[src/rtl/led_mode_controller.sv]
// rtl/led_mode_controller.sv - switch-driven LED pattern controller with debounce and stepped patterns
module led_mode_controller #(
    parameter int DEBOUNCE_CYCLES = 1000000,
    parameter int STEP_CYCLES     = 25000000
) (
    input  logic       SYSTEMCLOCK,
    input  logic       RESET,
    input  logic [3:0] gpio_switch,
    output logic [3:0] gpio_led,
    output logic [1:0] mode,
    output logic       step_strobe
);

    typedef enum logic [1:0] {
        S_OFF    = 2'd0,
        S_STATIC = 2'd1,
        S_SHIFT  = 2'd2,
        S_COUNT  = 2'd3
    } state_t;

    localparam logic [23:0] DB_LAST   = 24'(DEBOUNCE_CYCLES - 1);
    localparam logic [27:0] STEP_LAST = 28'(STEP_CYCLES - 1);

    logic [3:0]  r_sync1;
    logic [3:0]  r_sync2;
    logic [3:0]  r_deb;
    logic [23:0] r_db_cnt [0:3];

    state_t      r_state;
    state_t      w_next_state;
    logic [27:0] r_timer;
    logic [3:0]  r_pattern;
    logic        r_step_d1;

    logic [3:0]  r_led;
    logic [1:0]  r_mode;
    logic        r_strobe;

    logic [3:0]  w_led_src;
    logic [3:0]  w_stepped;
    logic        w_run;
    logic        w_wrap;
    logic        w_enter;

    always_ff @(posedge SYSTEMCLOCK) begin
        if (RESET) begin
            r_sync1 <= 4'b0000;
            r_sync2 <= 4'b0000;
        end else begin
            r_sync1 <= gpio_switch;
            r_sync2 <= r_sync1;
        end
    end

    // The counter only advances while the synced bit disagrees with the accepted value,
    // so any return to agreement discards partial progress.
    always_ff @(posedge SYSTEMCLOCK) begin
        if (RESET) begin
            r_deb <= 4'b0000;
            for (int i = 0; i < 4; i++) begin
                r_db_cnt[i] <= 24'd0;
            end
        end else begin
            for (int i = 0; i < 4; i++) begin
                if (r_sync2[i] == r_deb[i]) begin
                    r_db_cnt[i] <= 24'd0;
                end else if (r_db_cnt[i] == DB_LAST) begin
                    r_deb[i]    <= r_sync2[i];
                    r_db_cnt[i] <= 24'd0;
                end else begin
                    r_db_cnt[i] <= r_db_cnt[i] + 24'd1;
                end
            end
        end
    end

    always_ff @(posedge SYSTEMCLOCK) begin
        if (RESET) begin
            r_state <= S_OFF;
        end else begin
            r_state <= w_next_state;
        end
    end

    always_comb begin
        w_next_state = state_t'(r_deb[1:0]);
    end

    always_comb begin
        w_led_src = 4'b0000;
        w_stepped = r_pattern;
        w_run     = 1'b0;
        case (r_state)
            S_OFF:    w_led_src = 4'b0000;
            S_STATIC: w_led_src = r_deb;
            S_SHIFT: begin
                w_led_src = r_pattern;
                w_run     = ~r_deb[2];
                w_stepped = r_deb[3] ? {r_pattern[0], r_pattern[3:1]}
                                     : {r_pattern[2:0], r_pattern[3]};
            end
            S_COUNT: begin
                w_led_src = r_pattern;
                w_run     = ~r_deb[2];
                w_stepped = r_deb[3] ? (r_pattern - 4'd1) : (r_pattern + 4'd1);
            end
            default: w_led_src = 4'b0000;
        endcase
    end

    assign w_enter = (w_next_state != r_state);
    assign w_wrap  = w_run && (r_timer == STEP_LAST);

    // State entry takes priority over a coinciding step so the fresh pattern is never stepped.
    always_ff @(posedge SYSTEMCLOCK) begin
        if (RESET) begin
            r_timer   <= 28'd0;
            r_pattern <= 4'b0000;
            r_step_d1 <= 1'b0;
        end else begin
            r_step_d1 <= 1'b0;
            if (w_enter) begin
                r_timer   <= 28'd0;
                r_pattern <= (w_next_state == S_SHIFT) ? 4'b0001 : 4'b0000;
            end else if (w_wrap) begin
                r_timer   <= 28'd0;
                r_pattern <= w_stepped;
                r_step_d1 <= 1'b1;
            end else if (w_run) begin
                r_timer   <= r_timer + 28'd1;
            end
        end
    end

    // Strobe is delayed one extra stage so it lines up with the registered LED drive.
    always_ff @(posedge SYSTEMCLOCK) begin
        if (RESET) begin
            r_led    <= 4'b0000;
            r_mode   <= 2'd0;
            r_strobe <= 1'b0;
        end else begin
            r_led    <= w_led_src;
            r_mode   <= r_state;
            r_strobe <= r_step_d1;
        end
    end

    assign gpio_led    = r_led;
    assign mode        = r_mode;
    assign step_strobe = r_strobe;

endmodule

[config.mk]
export PLATFORM = sky130hd
export DESIGN_NAME = led_mode_controller
export DESIGN_NICKNAME = d
export VERILOG_FILES = /design/src/rtl/led_mode_controller.sv
export SDC_FILE = /design/constraint.sdc
export NUM_CORES = 1
export LEC_CHECK = 0
export CELL_PAD_IN_SITES_DETAIL_PLACEMENT = 1
export CELL_PAD_IN_SITES_GLOBAL_PLACEMENT = 1
export CORE_UTILIZATION = 54
export DETAILED_ROUTE_END_ITERATION = 10
export GPL_TIMING_DRIVEN = 0
export PLACE_DENSITY_LB_ADDON = 0.1
export RECOVER_POWER = 50
export SLEW_MARGIN = 5
export SYNTH_ARGS = -nofsm -noshare
export SYNTH_HDL_FRONTEND = slang
export SYNTH_SLANG_ARGS = --single-unit
[constraint.sdc]
create_clock -name SYSTEMCLOCK -period 6.2 [get_ports SYSTEMCLOCK]
set_input_delay 1.55 -clock SYSTEMCLOCK [delete_from_list [all_inputs] [get_ports SYSTEMCLOCK]]
set_output_delay 1.55 -clock SYSTEMCLOCK [all_outputs]
set_load 0.01 [all_outputs]
==> summary.txt, run 1 <==
Synthesis
  • Mapped cell area: 7690 sq um
  • Post-synth ARST share: 0%
  • Top cells by area, synth: edfxtp_1 38%, dfxtp_1 14%, nor2_1 7.4%
  • Mapped Avg Cell Area: 9.90 sq um
  • Number of flops mapped to enable cells by yosys: 96
  • Sequential share of the synthesized area: 51.6%
  • Share of the synthesized area in the top cell type: 37.5%
  • Register bit total from synthesis: 150
  • Post-Syn Instances: 776
  • Yosys cell types: 51
  • Synth Warn #: 0
  • Synth area leader: edfxtp_1
  • Top FF cell, synth: edfxtp_1

Routing
  • DRC: 0
  • Routed WL: 18700 microns
  • Final ANT Viol Nets: 0
  • Vias/cell: 5.49
  • Vias: 6017
  • Initial DRC count: 394
  • Avg WL per Cell: 17.1 microns
  • 1st-pass router iterations: 4

Worst setup path
  • Critical-path top delay cell: dlygate4sd3_1
  • Worst Path Buf+Inv: 4
  • CP top delay family: buffers and inverters
  • Max stage delay on crit path: 0.60 ns
  • Data arrival, critical path: 3.55 ns
  • R2r setup slk: 3.52 ns
  • Endpoint class of the critical path: register
  • CP Class: in -> reg
  • CP dominant cell by count: clkbuf_1
  • Worst-path maximum fanout: 10
  • Worst setup SP type: primary input
  • CP required: 6.36 ns
  • CP Cell Sequence: dlygate4sd3_1 -> clkbuf_1 -> or3_1 -> clkbuf_1 -> clkbuf_1 -> nor2_1

Timing
  • Period Utilization, post-route: 54.6%
  • Setup_tns: 0 ns
  • Rel. slew slack: 37.3%
  • Least-Margin Pin Slew: 0.934 ns
  • Final Slew Violations: 0
  • RSZ-0062 raised after global routing: false
  • Clock skew: 0.0111 ns
  • Final hold vios: 0
  • Fmax: 0.296 GHz
  • Finish-stage setup viols: 0
  • Tmin final: 3.38 ns

Clocking
  • Root Driver: clkbuf_16
  • Clk slew on worst S/H paths: 0.06 ns
  • Clk buf depth: 2
  • H-Tree Depth: 4
  • Post-CTS Resized: 0
  • CTS tree: built
  • Hold Buf Count CTS: 0
  • TritonCTS Buffers: 17
  • # clock sinks: 150
  • Clock latency on the worst-skew pair: 0.44 ns
  • Post-CTS Setup Bufs: 0

Placement
  • Final HPWL DP: 12600 microns
  • GPL Wtd Cong: 0.804
  • IO buf count: 12

Layout
  • NumNets Final: 916
  • Area growth syn-to-layout: 16.3%
  • Share of layout cells above drive strength 1: 4.37%
  • ANT cells: 0

Power
  • Pwr Density: 244 nW/um^2
  • LEAKAGE: 3.14 nW
  • Total chip power: 2.18 mW
  • Worst ir drop on vdd: 0.000203 V

Global routing
  • Global-route wire length before repair: 31400 microns
  • Number of global-route vias before repair: 6427
  • Total track usage: 27.7%
  • GRT overflow: 0
  • Initial antenna violation count: 0
  • Largest net degree at the start of global routing: 17

Floorplanning
  • Cell row count: 43
  • Initial core utilization: 55.4%
  • Die area: 14700 sq um
  • CORE AREA: 13900 sq um
  • Ports: 13
  • Die X: 121 microns
  • Die extent in y: 121 microns

Status
  • Status: complete, no violations

Run
  • Max_cap viols: 0

Hold path
  • Class of the most critical hold timing path: reg -> reg
## cell usage in the layout, fill, tap and decap left out, types with 2 or more instances in the layout
cell type        count
a211o_1              2
a211oi_1             2
a21oi_1             12
and2_1               4
and3_1              28
and4_1              15
buf_2                3
clkbuf_1            35
clkbuf_16           18
clkbuf_8             5
clkdlybuf4s50_1      4
clkinv_2             3
conb_1              96
dfxtp_1             54
dlygate4sd3_1        8
edfxtp_1            96
ha_1                 7
inv_1                9
mux2i_1              7
nand2_1             52
nand3_1             52
nand3b_1             2
nand4_1             30
nand4b_1             2
nor2_1             152
nor2b_1             17
nor3_1              19
nor4_1              21
nor4b_1              9
o21ai_0              4
or3_1                6
or4_1                4
xnor2_1             55
xor2_1              60
## sequential cells by signal, summed over array words and instances, names as in the netlist, 4 cells and up
name,flops
gpio_led,4
r_sync1,4
r_timer,28
r_sync2,4
r_db_cnt,96
r_pattern,4
r_deb,4
## cells in the mapped netlist (all sizes together), types with 2 or more instances
library cell  number
ha                 7
dfxtp             54
a211oi             2
nand4b             2
nor4              22
and2               4
nor2b             17
and4              15
nor4b              9
clkbuf            26
edfxtp            96
xor2              60
buf                8
nand3             54
or4b               3
mux2i              7
xnor2             55
or4                4
nand3b             2
and3              28
or3                6
a211o              2
inv                9
nand2             52
nor2             152
nand4             30
nor3              19
a21oi             12
o21ai              4
## path summary, 6_finish.rpt
kind / startpoint / to / cells after the start
worst max-delay path: RESET / r_db_cnt[1][16] / 6
worst min register to register: r_step_d1 / step_strobe / 1
worst max register to register: r_db_cnt[3][2] / r_db_cnt[3][5] / 7
worst min-delay path: r_step_d1 / step_strobe / 1
## layer usage
metal / routed length (microns) / GRT usage, % / up-vias / share of wire (%)
met2: 9790 / 49.5 / 93 / 52
met1: 8060 / 32.5 / 2993 / 43
met5: 0 / 0 / - / 0
li1: - / - / 2903 / -
met3: 487 / 5.64 / 28 / 2.6
met4: 340 / 10.5 / 0 / 1.8
## power breakdown
group / switching, mW / internal, mW
registers: 0.0336 / 1.09
clock network: 0.396 / 0.587
logic: 0.0448 / 0.0266
## layout make-up
cell class,count,area [sq um]
plain buffers,34,143
clock inverters,3,15.0
clock buffers,29,542
well taps,180,225
fillers,1591,4940
flip-flops and latches,150,3960
multi-input cells,678,3900
inverters,9,33.8
repair buffers,12,120
## through the flow
| step | util, % | cell area, sq um | setup slack [ns] | std cells | hold WS [ns] |
|---|---|---|---|---|---|
| global placement | 60.4 | 8390 | 2.48 | 1063 | 0.419 |
| floorplan | - | 8040 | 3.49 | 871 | 0.414 |
| detailed placement | 60.4 | 8390 | 2.44 | 1063 | 0.438 |
| CTS | 64.4 | 8940 | 2.87 | 1095 | 0.448 |
| finish | 64.4 | 8940 | 2.82 | 1095 | 0.446 |
| global route | 64.4 | 8940 | 2.66 | 1095 | 0.462 |
## worst register-to-register path, delay by kind of cell, from the launching register on
family,cells,cell delay [ns]
buffers and inverters,2,0.83
flip-flops,1,0.43
AND/OR/NAND/NOR,5,1.15
## cells by family after synthesis
| kind of cell | count (synthesis) | synth area share (%) |
|---|---|---|
| compound gates | 27 | 2.21 |
| xor+xnor | 115 | 13.1 |
| fa+ha+maj | 8 | 1.40 |
| buf+inv | 43 | 2.34 |
| flops | 150 | 51.6 |
| mux | 8 | 1.06 |
| other cells | 1 | 0.0488 |
| simple gates | 424 | 28.3 |
(Power assumes the default switching activity.)
==> run 2, diff against run 1 <==
--- a/config.mk
+++ b/config.mk
@@ -7,7 +7,7 @@
 export LEC_CHECK = 0
 export CELL_PAD_IN_SITES_DETAIL_PLACEMENT = 1
 export CELL_PAD_IN_SITES_GLOBAL_PLACEMENT = 1
-export CORE_UTILIZATION = 54
+export CORE_UTILIZATION = 45
 export DETAILED_ROUTE_END_ITERATION = 10
 export GPL_TIMING_DRIVEN = 0
 export PLACE_DENSITY_LB_ADDON = 0.1
==> constraint.sdc (replaced) <==
create_clock -name SYSTEMCLOCK -period 3 [get_ports SYSTEMCLOCK]
set_input_delay 0.75 -clock SYSTEMCLOCK [delete_from_list [all_inputs] [get_ports SYSTEMCLOCK]]
set_output_delay 0.75 -clock SYSTEMCLOCK [all_outputs]
set_load 0.01 [all_outputs]
==> run 2 against run 1 <==
Compared with the run above: die area up 20%; design area is 0.71% higher; global-route usage is 6.2 points lower; flip-flop and latch count did not move; setup slack worse by 2.5 ns; critical endpoint is now r_db_cnt[1][18].
==> summary.txt, run 2 (synthesis gave the netlist of run 1 again) <==
Timing
  • Clock skew: 0.00888 ns (-0.00224 ns)
  • Final worst setup slack: 0.361 ns (-2.46 ns)
  • Final hold slack: 0.443 ns (-0.00275 ns)
  • Period Utilization, post-route: 88.0%
  • Finish-stage setup viols: 0 (unchanged)
  • Setup_tns: 0 ns (unchanged)
  • Tmin final: 2.64 ns
  • Fmax: 0.379 GHz
  • Rel. slew slack: 33.1% (-4.2 points)
  • Final hold vios: 0 (unchanged)
  • Final Slew Violations: 0 (unchanged)
  • RSZ-0062 raised after global routing: false
  • Least-Margin Pin Slew: 0.996 ns (+0.0626 ns)

Placement
  • IO buf count: 12 (unchanged)
  • Final HPWL DP: 12900 microns (+3.1%)
  • Placed instance count: 1103 (+3.8%)
  • Worst slack, placed: 0.0723 ns (-2.37 ns)
  • GPL Wtd Cong: 0.798 (-0.78%)

Global routing
  • Largest net degree at the start of global routing: 17 (unchanged)
  • Total track usage: 21.6% (-6.2 points)
  • Initial antenna violation count: 1 (+1)
  • Number of global-route vias before repair: 6311 (-1.8%)
  • GRT overflow: 0 (unchanged)
  • Global-route wire length before repair: 30300 microns (-3.8%)

Floorplanning
  • Die extent in y: 133 microns (+9.4%)
  • CORE AREA: 16600 sq um (+20%)
  • Die X: 133 microns (+9.4%)
  • Initial core utilization: 46.2% (-9.2 points)
  • Ports: 13 (unchanged)
  • Cell row count: 47 (+9.3%)
  • Die area: 17600 sq um (+20%)

Routing
  • Final ANT Viol Nets: 0 (unchanged)
  • Vias/cell: 5.21 (-5.2%)
  • Initial DRC count: 198 (-50%)
  • 1st-pass router iterations: 4 (unchanged)
  • Vias: 5910 (-1.8%)
  • Routed WL: 17800 microns (-4.9%)
  • Avg WL per Cell: 15.6 microns (-8.3%)
  • DRC: 0 (unchanged)

Layout
  • Commonest non-fill, non-tap cell in the layout: nor2_1
  • Fillers: 1910 (+20%)
  • Area growth syn-to-layout: 17.2%
  • Final Util: 54.1% (-10 points)
  • ANT cells: 0 (unchanged)
  • Fin cells: 1135 (+3.7%)
  • Share of layout cells above drive strength 1: 4.59% (+0.22 points)
  • Reg with most FFs: r_db_cnt
  • Commonest cells after routing, fill and taps aside: 152 x nor2_1, 96 x edfxtp_1, 96 x conb_1
  • Regs by FF count: r_db_cnt: 96 flops, r_timer: 28 flops
  • NumNets Final: 916 (unchanged)
  • Max reg flops: 96 (unchanged)

Clocking
  • TritonCTS Buffers: 17 (unchanged)
  • H-Tree Depth: 4 (unchanged)
  • Root Driver: clkbuf_16
  • # clock sinks: 150 (unchanged)
  • Post-CTS Resized: 0 (unchanged)
  • Hold Buf Count CTS: 0 (unchanged)
  • CTS tree: built
  • Clock latency on the worst-skew pair: 0.43 ns (about the same)
  • Clk slew on worst S/H paths: 0.06 ns (about the same)
  • Post-CTS Setup Bufs: 0 (unchanged)
  • Clk buf depth: 2 (unchanged)

Hold path
  • Class of the most critical hold timing path: reg -> reg
  • Hold-critical path endpoint: r_sync2[0]
  • Hold_sp: r_sync1[0]
  • Hold depth: 1 (unchanged)

Worst setup path
  • CP required: 3.16 ns (-3.20 ns)
  • Endpoint class of the critical path: register
  • FF-to-FF path depth: 8 (+1)
  • CP Class: reg -> reg
  • Worst-path maximum fanout: 10 (unchanged)
  • FF-to-FF End: r_db_cnt[1][18]
  • Data arrival, critical path: 2.80 ns (-0.75 ns)
  • Worst setup SP type: register
  • R2r setup slk: 0.36 ns (-3.16 ns)
  • RR Startpoint: r_db_cnt[1][0]

Status
  • Status: complete, no violations

Power
  • Pwr Density: 516 nW/um^2 (+110%)
  • LEAKAGE: 3.15 nW (+0.51%)
  • Worst ir drop on vdd: 0.000394 V (+94%)

Run
  • Max_cap viols: 0 (unchanged)
-- run 2: changes by cell type in the layout (fill, tap and decap cells not counted), moves of 3 or more --
cell       before  now
bufinv_16       0    3
clkbuf_1       35   31
clkbuf_8        5    2
clkinv_2        3    6
-- run 2: worst max-delay path by stage --
stage	endpoint	cells past startpoint	start	slack, ns
floorplan	r_db_cnt[1][15]	8	r_db_cnt[1][0]	0.95
global placement	r_db_cnt[0][3]	6	RESET	0.13
detailed placement	r_db_cnt[0][18]	6	RESET	0.07
CTS	r_db_cnt[1][18]	8	r_db_cnt[1][0]	0.37
global route	r_db_cnt[2][21]	8	r_db_cnt[2][0]	0.18
finish	r_db_cnt[1][18]	8	r_db_cnt[1][0]	0.36
-- run 2: area by class of cell --
type                            count  area [sq um]  share of cell area (%)
Inverter                            9          33.8                   0.375
Buffer                             34           138                    1.53
Clock buffer                       22           464                    5.15
Tap cell                          220           275                    3.06
Sequential cell                   150          3960                    44.0
Multi-Input combinational cell    678          3880                    43.1
Clock inverter                     10           128                    1.42
Timing Repair Buffer               12           120                    1.33
-- run 2: stage by stage --
stage / instance area [sq um] / total power, mW
6_report: 9000 / 4.65
5_1_grt: 9000 / 4.79
4_1_cts: 9030 / 4.68
3_5_place_dp: 8440 / 2.50
3_3_place_gp: 8440 / 2.49
2_1_floorplan: 8040 / 2.45
-- run 2: worst max-delay path, cell delays in order (launching register included) --
cell,delay (ns)
edfxtp_1,0.40
ha_1,0.23
and4_1,0.29
nand2_1,0.13
nor3_1,0.37
or3_1,0.17
clkbuf_1,0.24
clkbuf_1,0.41
nor2_1,0.12
-- run 2: routing by layer --
metal  wire [microns]  track usage [%]
met1             7790             25.1
met4              299             8.17
met5               13                0
met2             9240             38.6
met3              410             4.75
-- run 2: report_power, final --
part | total (mW) | switching (mW) | internal, mW
clock network | 2.18 | 0.840 | 1.34
registers | 2.32 | 0.0668 | 2.26
logic | 0.142 | 0.0871 | 0.0552
total | 4.65 | 0.994 | 3.65
